===== config.mk =====
export PLATFORM = sky130hd
export DESIGN_NAME = rv_reverse_delay_line
export DESIGN_NICKNAME = d
export VERILOG_FILES = /design/src/rtl/rv_reverse_delay_line.sv
export SDC_FILE = /design/constraint.sdc
export NUM_CORES = 1
export LEC_CHECK = 0
export BUFFER_PORTS_ARGS = -buffer_cell sky130_fd_sc_hd__buf_2
export CORE_ASPECT_RATIO = 2
export CORE_MARGIN = 5
export CORE_UTILIZATION = 40
export DETAILED_ROUTE_END_ITERATION = 10
export GPL_ROUTABILITY_DRIVEN = 0
export SYNTH_ARGS = -nofsm -noshare
export SYNTH_HDL_FRONTEND = slang
export SYNTH_SLANG_ARGS = --single-unit

===== constraint.sdc =====
create_clock -name clock_port -period 4.2 [get_ports clock_port]
set_clock_uncertainty 0.2 [all_clocks]
set_input_delay 0.42 -clock clock_port [delete_from_list [all_inputs] [get_ports clock_port]]
set_output_delay 0.42 -clock clock_port [all_outputs]
set_load 0.02 [all_outputs]

===== src/rtl/rv_reverse_delay_line.sv =====
// Chain of skid buffers that registers the ready path at every stage.
// Optional occupancy port: define RV_REVERSE_DELAY_LINE_OCCUPANCY_EN.
module rv_reverse_delay_line #(
    parameter int DATA_WIDTH = 8,
    parameter int STAGES     = 5
) (
    input  logic                          clock_port,
    input  logic                          reset_port,
    input  logic [DATA_WIDTH-1:0]         input_port_data,
    input  logic                          input_port_valid,
    output logic                          input_port_ready,
    output logic [DATA_WIDTH-1:0]         output_port_data,
    output logic                          output_port_valid,
`ifdef RV_REVERSE_DELAY_LINE_OCCUPANCY_EN
    input  logic                          output_port_ready,
    output logic [$clog2(STAGES+1)-1:0]   occupancy
`else
    input  logic                          output_port_ready
`endif
);

    // Index k is the input side of stage k; index STAGES is the output side.
    logic [STAGES:0]          link_valid;
    logic [STAGES:0]          link_ready;
    logic [DATA_WIDTH-1:0]    link_data [STAGES+1];

    logic [STAGES-1:0]        skid_valid;
    logic [DATA_WIDTH-1:0]    skid_data [STAGES];

    assign link_valid[0]      = input_port_valid;
    assign link_data[0]       = input_port_data;
    assign link_ready[STAGES] = output_port_ready;

    assign input_port_ready  = link_ready[0];
    assign output_port_valid = link_valid[STAGES];
    assign output_port_data  = link_data[STAGES];

    for (genvar k = 0; k < STAGES; k++) begin : g_stage
        assign link_ready[k]   = ~skid_valid[k];
        assign link_valid[k+1] = skid_valid[k] | link_valid[k];
        assign link_data[k+1]  = skid_valid[k] ? skid_data[k] : link_data[k];

        always_ff @(posedge clock_port or negedge reset_port) begin
            if (!reset_port) begin
                skid_valid[k] <= 1'b0;
                skid_data[k]  <= '0;
            end else if (link_valid[k] & link_ready[k] & ~link_ready[k+1]) begin
                skid_valid[k] <= 1'b1;
                skid_data[k]  <= link_data[k];
            end else if (skid_valid[k] & link_ready[k+1]) begin
                skid_valid[k] <= 1'b0;
            end
        end
    end

`ifdef RV_REVERSE_DELAY_LINE_OCCUPANCY_EN
    localparam int OCC_W = $clog2(STAGES+1);

    always_comb begin
        occupancy = '0;
        for (int i = 0; i < STAGES; i++) begin
            occupancy = occupancy + OCC_W'(skid_valid[i]);
        end
    end
`endif

endmodule


==> flow_metrics.py <==
metrics = {
    "global_route": {
        "grt_pass1_wl_um": 8320,
        "gr-usage-all-layers_pct": 13.4,
        "antenna_found_initial": 0,
        "grt-ovfl-total": 0,
        "grt_max_degree": 46,
        "grt_pass1_vias": 1717,
    },
    "sta": {
        "hold_viol": 0,
        "fin_tns_setup_ns": 0,
        "rsz0062_at_grt": "no",
        "post-route-period-util_pct": 74.9,
        "worst_slack_ns": 1.06,
        "fmax_ghz": 0.318,
        "worst_slew_pin_slew_ns": 1.03,
        "slew_headroom_pct": 31.3,
        "setup_viol": 0,
        "period_needed_ns": 3.14,
        "drv_slew": 0,
    },
    "cts": {
        "cts.path.max_buffers": 2,
        "cts_made_buffers": 5,
        "cts_max_level": 2,
        "cts_setup_buffers": 0,
        "cts-resized-gates": 0,
        "clkLatencyLatePin_ns": 0.28,
        "cts_root_buffer": "clkbuf_16",
        "cts_sinks": 45,
        "clk_pin_slew_ns": 0.06,
        "hold_buffers": 0,
        "cts_tree": "built",
    },
    "logic_synthesis": {
        "ys_types": 31,
        "yosysSeqAreaShare_pct": 43.9,
        "synth_fa_ha_area_share_pct": 0,
        "synthCells": 207,
        "synth_top_family_by_area": "multiplexers",
        "synth_xor_area_share_pct": 0,
        "muxShareOfSynthArea_pct": 22.1,
        "synth_ff_type": "dfrtp_1",
        "yosys.area_share.simple_pct": 12.2,
        "synth_compound_area_share_pct": 15.6,
        "async_reset_ff_share_pct": 100,
        "syn-mean-instance-area_um2": 12.4,
        "synth-edff-count": 0,
        "syn_area_um2": 2570,
        "synth_fp_nets": 219,
        "synth_warnings": 0,
        "ys_ff_latch": 45,
    },
    "flow_run": {
        "cap_violations": 0,
    },
    "floorplanning": {
        "start_util_pct": 40.7,
        "die_h_um": 123,
        "core_um2": 6310,
        "fp-row-count": 41,
        "die-width_um": 66.7,
        "pin_count": 22,
        "design.die.area_um2": 8220,
    },
    "routing": {
        "vias": 1625,
        "wl_per_cell_um": 15.9,
        "drtPass1Iterations": 4,
        "postRouteAntennaNets": 0,
        "drc": 0,
        "wl_um": 4770,
        "vias_per_cell": 5.42,
        "drt-initial-drc-count": 70,
    },
    "worst_setup_path": {
        "rr_worst_depth": 3,
        "end_kind": "output port",
        "crit_fanout": 25,
        "r2r-end": "skid_data[12]",
        "r2r_start": "skid_valid[4]",
        "r2r_slack_ns": 1.61,
        "critPathKind": "reg -> out",
        "cp.arrival_ns": 2.52,
        "required_ns": 3.58,
        "critPathLaunchType": "register",
    },
    "run_status": {
        "status": "complete, no violations",
    },
    "power": {
        "power_mw": 1.71,
        "p_leak_nw": 1.14,
        "power_density_nw_per_um2": 615,
        "max-vdd-ir-drop_uv": 314,
    },
    "layout": {
        "design_area_um2": 2790,
        "final_cell_mix": "45 x dfrtp_1, 41 x mux2_2, 21 x buf_2",
        "syn2layout_area_growth_pct": 8.53,
        "seqCellArea_um2": 1130,
        "final_common_cell": "dfrtp_1",
        "fin_nets": 226,
        "antenna_cells": 0,
        "nFillCells": 598,
        "multi_input_area_um2": 1280,
        "final_layout_size_suffix_gt1_share_pct": 44.4,
    },
    "placed_design": {
        "dpl.hpwl_um": 3460,
        "port_buffers": 21,
        "placed_area_um2": 2640,
        "pre_cts_ws_ns": 1.34,
    },
    "hold_path": {
        "hold_path_class": "in -> async",
    },
}
area by class of cell:
type / instances / share of cell area (%)
tap: 86 / 3.86
inverter: 2 / 0.269
clock buffer: 7 / 5.12
multi-input combinational: 137 / 46.0
sequential: 45 / 40.4
timing repair buffer: 23 / 4.31
synthesized netlist by cell type, types with 3 or more instances:
cell,count,share of area (%)
nand2b_1,3,0.73
o21ai_0,8,1.6
dfrtp_1,45,44
buf_4,9,2.6
mux2_4,7,4.1
nor2b_1,3,0.73
nor2_1,11,1.6
nand2_1,9,1.3
a221o_1,16,6.2
o31ai_1,8,2.3
clkbuf_1,5,0.73
or2b_1,5,1.5
mux2_2,41,18
buf_2,4,0.78
o311a_1,3,1.2
or3b_2,7,2.4
o311a_4,5,4.1
power by group:
group          internal, mW  switching, mW  leakage, nW
Combinational         0.328          0.232        0.534
Clock                 0.233          0.149       0.0700
Sequential            0.631          0.141        0.537
metal layers:
metal	routed length, um	share of wire (%)	vias to the layer above	GRT usage, %
li1	-	-	787	-
met1	1850	39	804	14.7
met2	2630	55	27	23.9
met3	178	3.7	7	2.91
met4	110	2.3	0	6.49
met5	0	0	-	0
worst max-delay path, cell delays in order (launching register included):
cell and delay (ns):
dfrtp_1 0.90, buf_4 0.27, or3b_2 0.44, o311a_1 0.16, a221o_1 0.32, buf_2 0.16
cell families (layout without fill, tap and decap cells):
group,Yosys count,count (layout)
DFF,45,45
and+or+nand+nor,48,48
AOI/OAI and AO/OA,41,41
muxes,48,48
buffers and inverters,25,32
worst max path at each step:
stage	from	end	slack [ns]
6_report	skid_valid[1]	output_port_data[0]	1.06
5_1_grt	skid_valid[1]	output_port_data[0]	0.92
3_3_place_gp	skid_valid[1]	output_port_data[0]	1.35
4_1_cts	skid_valid[1]	output_port_data[0]	1.03
3_5_place_dp	skid_valid[1]	output_port_data[0]	1.34
2_1_floorplan	skid_valid[0]	output_port_data[7]	1.97
sequential cells by signal (all words and copies together), names as in the netlist:
name        cells
skid_valid      5
skid_data      40
per-stage QoR:
step	hold slack (ns)	utilization, %	cells
CTS	0.156	44.2	300
detailed placement	0.288	41.9	293
global placement	0.282	41.9	293
global route	0.185	44.2	300
floorplan	-0.0756	-	207
finish	0.112	44.2	300
(Power assumes the default switching activity.)
